--- config.mk ---
export PLATFORM = sky130hd
export DESIGN_NAME = rob_commit
export DESIGN_NICKNAME = d
export VERILOG_FILES = /design/src/rtl/rob_commit_pkg.sv /design/src/rtl/rob_commit_head_ptr.sv /design/src/rtl/rob_commit.sv
export SDC_FILE = /design/constraint.sdc
export NUM_CORES = 1
export LEC_CHECK = 0
export CAP_MARGIN = 25
export CORE_MARGIN = 2
export CORE_UTILIZATION = 46
export CTS_CLUSTER_DIAMETER = 40
export DETAILED_ROUTE_END_ITERATION = 10
export GPL_ROUTABILITY_DRIVEN = 0
export GPL_TIMING_DRIVEN = 1
export PLACE_DENSITY = 0.85
export SLEW_MARGIN = 10
export SYNTH_ARGS = -nofsm -noshare
export SYNTH_HDL_FRONTEND = slang
export SYNTH_SLANG_ARGS = --single-unit
--- constraint.sdc ---
create_clock -name clk -period 10.3 [get_ports clk]
set_clock_uncertainty 0.1 [all_clocks]
set_input_delay 1.545 -clock clk [delete_from_list [all_inputs] [get_ports clk]]
set_output_delay 1.545 -clock clk [all_outputs]
set_load 0.1 [all_outputs]
--- src/rtl/rob_commit_pkg.sv ---
// Shared constants and types for the ROB commit unit.
//  - Default widths for the ROB, register file, data path, PC and exception vector
//  - EXC_NONE: the all-zero exception vector, meaning "no exception"
//  - rob_state_e: commit FSM states (RUN = 0, FLUSH = 1)
package rob_commit_pkg;

    localparam int unsigned ROB_ADDR_WIDTH = 4;
    localparam int unsigned ROB_DEPTH      = 1 << ROB_ADDR_WIDTH;
    localparam int unsigned DATA_WIDTH     = 32;
    localparam int unsigned ADDR_WIDTH     = 32;
    localparam int unsigned RF_ADDR_WIDTH  = 5;
    localparam int unsigned EXC_WIDTH      = 8;

    localparam logic [EXC_WIDTH-1:0] EXC_NONE = '0;

    typedef enum logic {
        ST_RUN   = 1'b0,
        ST_FLUSH = 1'b1
    } rob_state_e;

endpackage : rob_commit_pkg

--- src/rtl/rob_commit_head_ptr.sv ---
// ROB head pointer: wrapping counter with synchronous clear.
//  clk, rst  : clock, asynchronous active-high reset
//  i_clear   : reset the pointer to 0 at the next edge (wins over i_inc)
//  i_inc     : advance the pointer by one, wrapping at 2**W
//  o_ptr     : current head index (registered)
module rob_commit_head_ptr #(
    parameter int unsigned W = 4
) (
    input  logic         clk,
    input  logic         rst,
    input  logic         i_clear,
    input  logic         i_inc,
    output logic [W-1:0] o_ptr
);

    logic [W-1:0] r_ptr;

    // Natural binary overflow gives the wrap from 2**W-1 back to 0.
    always_ff @(posedge clk or posedge rst) begin
        if (rst) begin
            r_ptr <= '0;
        end else if (i_clear) begin
            r_ptr <= '0;
        end else if (i_inc) begin
            r_ptr <= r_ptr + W'(1);
        end
    end

    assign o_ptr = r_ptr;

endmodule : rob_commit_head_ptr

--- src/rtl/rob_commit.sv ---
// In-order retire/commit unit on the ROB read side.
// Each cycle it inspects the ROB head line. A done line either commits its
// GPR/LO writes to the regfile or, if it carries an exception, raises the
// exception to CP0 and flushes the ROB.
//  Inputs : clk, rst, rob_empty_in, stall_in, head_* fields of the ROB head line
//  Outputs: head_addr_out (head index), retire_out, reg_write_* / reg_write_lo_*
//           (regfile write), exc_* (CP0 exception), flush_out, commit_count_out
// Every output is registered; the head line read is combinational, so head_*
// inputs belong to head_addr_out in the same cycle.
module rob_commit
    import rob_commit_pkg::*;
#(
    parameter int unsigned ROB_ADDR_WIDTH = rob_commit_pkg::ROB_ADDR_WIDTH,
    parameter int unsigned DATA_WIDTH     = rob_commit_pkg::DATA_WIDTH,
    parameter int unsigned ADDR_WIDTH     = rob_commit_pkg::ADDR_WIDTH,
    parameter int unsigned RF_ADDR_WIDTH  = rob_commit_pkg::RF_ADDR_WIDTH,
    parameter int unsigned EXC_WIDTH      = rob_commit_pkg::EXC_WIDTH
) (
    input  logic                      clk,
    input  logic                      rst,
    input  logic                      rob_empty_in,
    input  logic                      stall_in,
    output logic [ROB_ADDR_WIDTH-1:0] head_addr_out,
    input  logic                      head_done_in,
    input  logic                      head_reg_write_add_in,
    input  logic                      head_reg_write_en_in,
    input  logic [RF_ADDR_WIDTH-1:0]  head_reg_write_addr_in,
    input  logic [DATA_WIDTH-1:0]     head_reg_write_data_in,
    input  logic                      head_reg_write_lo_en_in,
    input  logic [DATA_WIDTH-1:0]     head_reg_write_lo_data_in,
    input  logic [EXC_WIDTH-1:0]      head_exception_type_in,
    input  logic                      head_is_delayslot_in,
    input  logic [ADDR_WIDTH-1:0]     head_pc_in,
    output logic                      retire_out,
    output logic                      reg_write_en_out,
    output logic                      reg_write_add_out,
    output logic [RF_ADDR_WIDTH-1:0]  reg_write_addr_out,
    output logic [DATA_WIDTH-1:0]     reg_write_data_out,
    output logic                      reg_write_lo_en_out,
    output logic [DATA_WIDTH-1:0]     reg_write_lo_data_out,
    output logic                      exc_en_out,
    output logic [EXC_WIDTH-1:0]      exc_type_out,
    output logic [ADDR_WIDTH-1:0]     exc_epc_out,
    output logic                      exc_is_delayslot_out,
    output logic                      flush_out,
    output logic [31:0]               commit_count_out
);

    rob_state_e r_state;
    logic       w_fire;
    logic       w_exc;

    // Retire only from RUN, with a valid, written-back head and no back-pressure.
    assign w_fire = (r_state == ST_RUN) & ~rob_empty_in & head_done_in & ~stall_in;
    assign w_exc  = (head_exception_type_in != EXC_WIDTH'(EXC_NONE));

    rob_commit_head_ptr #(
        .W (ROB_ADDR_WIDTH)
    ) u_head_ptr (
        .clk     (clk),
        .rst     (rst),
        .i_clear (w_fire & w_exc),
        .i_inc   (w_fire & ~w_exc),
        .o_ptr   (head_addr_out)
    );

    // Commit FSM with registered outputs; strobes default low, data holds.
    always_ff @(posedge clk or posedge rst) begin
        if (rst) begin
            r_state               <= ST_RUN;
            retire_out            <= 1'b0;
            reg_write_en_out      <= 1'b0;
            reg_write_add_out     <= 1'b0;
            reg_write_addr_out    <= '0;
            reg_write_data_out    <= '0;
            reg_write_lo_en_out   <= 1'b0;
            reg_write_lo_data_out <= '0;
            exc_en_out            <= 1'b0;
            exc_type_out          <= '0;
            exc_epc_out           <= '0;
            exc_is_delayslot_out  <= 1'b0;
            flush_out             <= 1'b0;
            commit_count_out      <= '0;
        end else begin
            retire_out          <= 1'b0;
            reg_write_en_out    <= 1'b0;
            reg_write_lo_en_out <= 1'b0;
            exc_en_out          <= 1'b0;
            case (r_state)
                ST_RUN: begin
                    if (w_fire) begin
                        retire_out       <= 1'b1;
                        commit_count_out <= commit_count_out + 32'd1;
                        if (!w_exc) begin
                            reg_write_en_out      <= head_reg_write_en_in;
                            reg_write_add_out     <= head_reg_write_add_in;
                            reg_write_addr_out    <= head_reg_write_addr_in;
                            reg_write_data_out    <= head_reg_write_data_in;
                            reg_write_lo_en_out   <= head_reg_write_lo_en_in;
                            reg_write_lo_data_out <= head_reg_write_lo_data_in;
                        end else begin
                            // Excepting line: no architectural writes, EPC points at the branch for a delay slot.
                            exc_en_out           <= 1'b1;
                            exc_type_out         <= head_exception_type_in;
                            exc_epc_out          <= head_is_delayslot_in ?
                                                    head_pc_in - ADDR_WIDTH'(4) : head_pc_in;
                            exc_is_delayslot_out <= head_is_delayslot_in;
                            flush_out            <= 1'b1;
                            r_state              <= ST_FLUSH;
                        end
                    end
                end
                ST_FLUSH: begin
                    // Hold flush until the ROB reports empty; always at least one cycle.
                    if (rob_empty_in) begin
                        flush_out <= 1'b0;
                        r_state   <= ST_RUN;
                    end
                end
                default: begin
                    r_state <= ST_RUN;
                end
            endcase
        end
    end

endmodule : rob_commit

# After elaboration in Yosys (flattened, before gate mapping)
# Cells that the tools add are included.
# Widths: inputs -> output; s select.
# word_totals
elab_cells,56
in_bits,118
register_bits,153
out_inout_bits,152
# classes
muxes,20
n_eq_ne,3
reduce_logical,6
n_addsub,3
bitwise,9
# ops
operator,n
$add 32x1->32 const B,1
$mux 32,1
$sub 32x3->32 const B,1
$mux 1,15
$reduce_and 3->1,3
$mux 4,2
$reduce_bool 8->1,1
$ne 2x2->1 const B,3
$and 1x1->1,5
$add 4x1->4 const B,1
$not 1->1,4
$pmux 1 s2,2
$reduce_and 2->1,1
$reduce_bool 2->1,1

# Depth between registers and ports, before layout
# logic_depth
word_depth,7
depth_mapped,7
mapped_depth_nobuf,6

# Cells and area by module
# A second synthesis with hierarchy kept.
# hier_totals
cells_unflattened,514
hier_area_um2,6533.8
# by_module_without_submodules
mod,area_per_inst_um2,seq_area_each_um2,cells_per_inst,instances
rob_commit,6337.3,3728.6,497,1
rob_commit_head_ptr,196.4,100.1,17,1

# Worst setup path before layout
# OpenSTA, ideal clock, no wires.
# synth_timing
path_type,input to register
start,input rob_empty_in
end,register commit_count_out[25]
path_stages,6
arrival_ns,3.279
setup_slack_ns,6.762
t_required_ns,10.041
n_path_buf,2
setup_ns,0.159
path_cell_list,or4b_2 > clkbuf_1 > nor4_1 > buf_2 > nand4_1 > xnor2_1
# synth_via
elab_chain_cells,5
# synth_lines
item,line_no,rtl
"start, declared",rob_commit.sv:21,"input logic rob_empty_in,"
$not 1->1,rob_commit.sv:54,assign w_fire = (r_state == ST_RUN) & ~rob_empty_in & head_done_in & ~stall_in;
$and 1x1->1 (3 in series),rob_commit.sv:54,
$reduce_and 2->1 (no line),-,
"end signal, assigned",rob_commit.sv:93,commit_count_out <= commit_count_out + 32'd1;
"end, declared",rob_commit.sv:46,output logic [31:0] commit_count_out
# No other way between the ends.
# A chain may end at the register's enable or synchronous reset.

# Worst setup path in the final report
# layout_timing
start,input rob_empty_in
end,register reg_write_lo_data_out[8]
# layout_via
elab_chain_cells,5
# layout_lines
item,line_no,rtl
$not 1->1,rob_commit.sv:54,
$and 1x1->1 (3 in series),rob_commit.sv:54,
$reduce_and 3->1 (no line),-,
"end signal, assigned",rob_commit.sv:100,reg_write_lo_data_out <= head_reg_write_lo_data_in;
"end, declared",rob_commit.sv:40,"output logic [DATA_WIDTH-1:0] reg_write_lo_data_out,"
# No other way between the ends.

==> results by group <==
STA
  • Least-Margin Pin Slew: 1060 ps
  • Total Neg Setup Slack: 0 ps
  • Pins over their slew limit: 0
  • Number of endpoints with negative hold slack in the final report: 0
  • Final setup violation count: 0
  • Post-route minimum period: 4290 ps
  • Unrepaired setup endpoints after global routing: false
  • Worst hold-check slack: 371 ps
  • Final worst-path cycle share: 41.7%
  • Peak clock frequency supported by timing: 233 MHz
  • Headroom to the max-slew limit: 29.1%

Cells and area
  • Number of nets in the finished design: 944
  • Final-layout fill cell count: 977
  • Area of combinational cells with multiple inputs: 0.00259 mm2
  • Layout cells sized above 1: 15.0%
  • Fin cells: 1016
  • Diode count: 0
  • Area growth from synthesis to layout: 53.8%
  • Reg area: 0.00383 mm2
  • Finished Core Util: 72.4%

GRT
  • Antenna violations before repair: 0
  • GRT Total Usage: 24.0%
  • First-pass GRT wire length: 27800 um
  • Grt ovf: 0
  • Maximum number of pins on one net before global-route repair: 92
  • Vias in the first global route: 5554

Yosys
  • Number of instances in the synthesized netlist: 554
  • Syn Std Cell Area: 0.00653 mm2
  • Top post-synthesis cells by area: dfrtp_1 59%, mux2_2 12%, xnor2_1 4.4%
  • Area share of the largest cell type after synthesis: 58.6%
  • Average cell area after synthesis: 11.8 um2
  • Total nets after synthesis: 675
  • Synth area leader: dfrtp_1
  • Total of flip-flops plus latches after synthesis: 153
  • Number of library cell types mapped by synthesis: 42
  • Syn. warnings: 0
  • Sequential cell area fraction in the yosys report: 58.6%

Floorplanning
  • Overall die height: 123 um
  • I/O pin total: 270
  • Std cell rows: 43
  • Area of the core: 0.0139 mm2
  • Horiz. Die Dim: 123 um
  • Initial standard-cell utilization of the core: 47.1%
  • Die footprint: 0.0152 mm2

CTS
  • Setup bufs post-CTS: 0
  • TritonCTS Buffers: 17
  • TritonCTS clock tree: done
  • Root buffer cell: clkbuf_16
  • Number of buffers between clock root and the deepest sink: 2
  • CTS clk-pin slew, worst paths: 60 ps
  • Post-CTS Hold Fix Bufs: 0
  • Clock insertion delay at the later pin of the skew report: 410 ps
  • TritonCTS sink count: 153
  • H-Tree Depth: 4
  • PostCTS Resize Cnt: 0

Worst setup path
  • Critical path start-end classification: primary input to register
  • CP Max Fanout: 43
  • Required arrival time at the worst endpoint: 10490 ps
  • CP arrival: 4480 ps
  • Startpoint types: primary input
  • Setup crit end kind: register
  • Reg2Reg Setup Slack: 7230 ps

Drt
  • Number of nets with antenna violations after routing: 0
  • Initial drt markers: 284
  • Residual DRC: 0
  • Pre-Repair DR Iteration Count: 5
  • Final wirelength: 18400 um
  • Routed WL per cell: 18.1 um
  • Number of vias after detailed routing: 5439
  • Number of vias per cell after detailed routing: 5.35

Power and ir drop
  • P_leak: 0.00438 uW
  • Power density relative to cell area: 189 mW/mm2
  • Peak supply drop: 0.000160 V
  • Overall Power: 1900 uW

Placement
  • Detailed Place HPWL: 13600 um
  • Number of port buffers: 269
  • Post-Place Cells: 981

Run
  • MaxCap Viol Count: 0

Outcome
  • Outcome: finished clean

Worst hold path
  • Worst hold-check path type: register to register
==> state kept, by name, summed over array words and instances (netlist names), 4 cells and up <==
signal	count
reg_write_addr_out	5
reg_write_lo_data_out	32
reg_write_data_out	32
u_head_ptr.o_ptr	4
exc_epc_out	32
commit_count_out	32
exc_type_out	8
==> placed cells by master, fill, tap and decap left out, types with 4 or more instances in the layout <==
cell / count
nand4_1: 17
or4_1: 12
o21ai_0: 22
xor2_1: 10
o31ai_1: 10
clkbuf_8: 5
a31oi_1: 15
clkdlybuf4s50_1: 269
clkbuf_16: 17
and3_1: 4
dfrtp_1: 153
xnor2_1: 33
nor4_1: 4
nand3_1: 18
nor2_1: 28
mux2_2: 71
nand2_1: 70
inv_1: 8
nor3_1: 9
or3_1: 7
==> per-layer routing <==
metal | vias to the layer above | global-route usage, % | share of wire, %
met5 | - | 0 | 0
met2 | 232 | 42.8 | 52
li1 | 2514 | - | -
met4 | 0 | 8.81 | 1.8
met1 | 2667 | 25.8 | 37
met3 | 26 | 9.23 | 9.7
==> kinds of logic (layout without fill, tap and decap cells) <==
kind of cell | after synthesis | in the layout | share of synthesized area, %
flip-flops | 153 | 153 | 58.6
multiplexers | 71 | 71 | 12.2
AND/OR/NAND/NOR | 196 | 196 | 15.7
AO/OA/AOI/OAI | 53 | 53 | 4.94
XOR/XNOR | 43 | 43 | 5.77
adder cells (fa/ha/maj) | 3 | 3 | 0.575
buffers and inverters | 35 | 317 | 2.18
==> where the power goes <==
part / total, uW / switching [uW] / internal, uW / leakage (uW)
registers: 683 / 35.2 / 647 / 0.00204
logic: 575 / 431 / 144 / 0.00203
clock network: 646 / 234 / 413 / 0.000303
==> synth_stat cells (all sizes together) <==
cell type and count:
dfrtp 153, mux2 71, nand2 70, xnor2 33, nor2 28, o21ai 23, clkbuf 19, nand3 19
nand4 17, or4 16, a31oi 15, o31ai 10, xor2 10, inv 9, nor3 9, or3 9
buf 6, nor4 6, or4b 5, and3 4, ha 3, or2 3, and4 2, nand4b 2
nor3b 2, o41ai 2, a21oi 1, and4bb 1, clkinv 1, nand2b 1, nand4bb 1, nor4b 1
o211ai 1, o311ai 1
==> worst max-delay path: stages <==
cell and delay, ps:
clkdlybuf4s50_1 440, or4b_2 870, inv_1 430, nand3_4 490
buf_12 370, mux2_2 310
==> metrics by stage <==
step | setup WS (ps) | cell area, um2
finish | 6010 | 10000
CTS | 5650 | 10000
detailed placement | 5220 | 9400
floorplan | 4530 | 6530
global route | 5820 | 10000
global placement | 5390 | 9390
==> path summary, 6_finish.rpt <==
path,start,to,depth (start not counted)
worst min-delay path,commit_count_out[31],commit_count_out[31],1
worst max-delay path,rob_empty_in,reg_write_lo_data_out[8],6
max in group asynchronous,rst,reg_write_en_out,3
min in group asynchronous,rst,reg_write_lo_data_out[25],2
worst min register to register,commit_count_out[31],commit_count_out[31],1
worst max register to register,r_state,reg_write_lo_data_out[8],5
==> final cells by class <==
cell class | count | area share [%]
Multi-Input combinational cell | 366 | 25.8
Sequential cell | 153 | 38.1
Clock buffer | 25 | 5.03
Inverter | 10 | 0.423
Clock inverter | 7 | 1.12
Timing Repair Buffer | 275 | 27.3
Tap cell | 180 | 2.24
(Power assumes the default switching activity.)
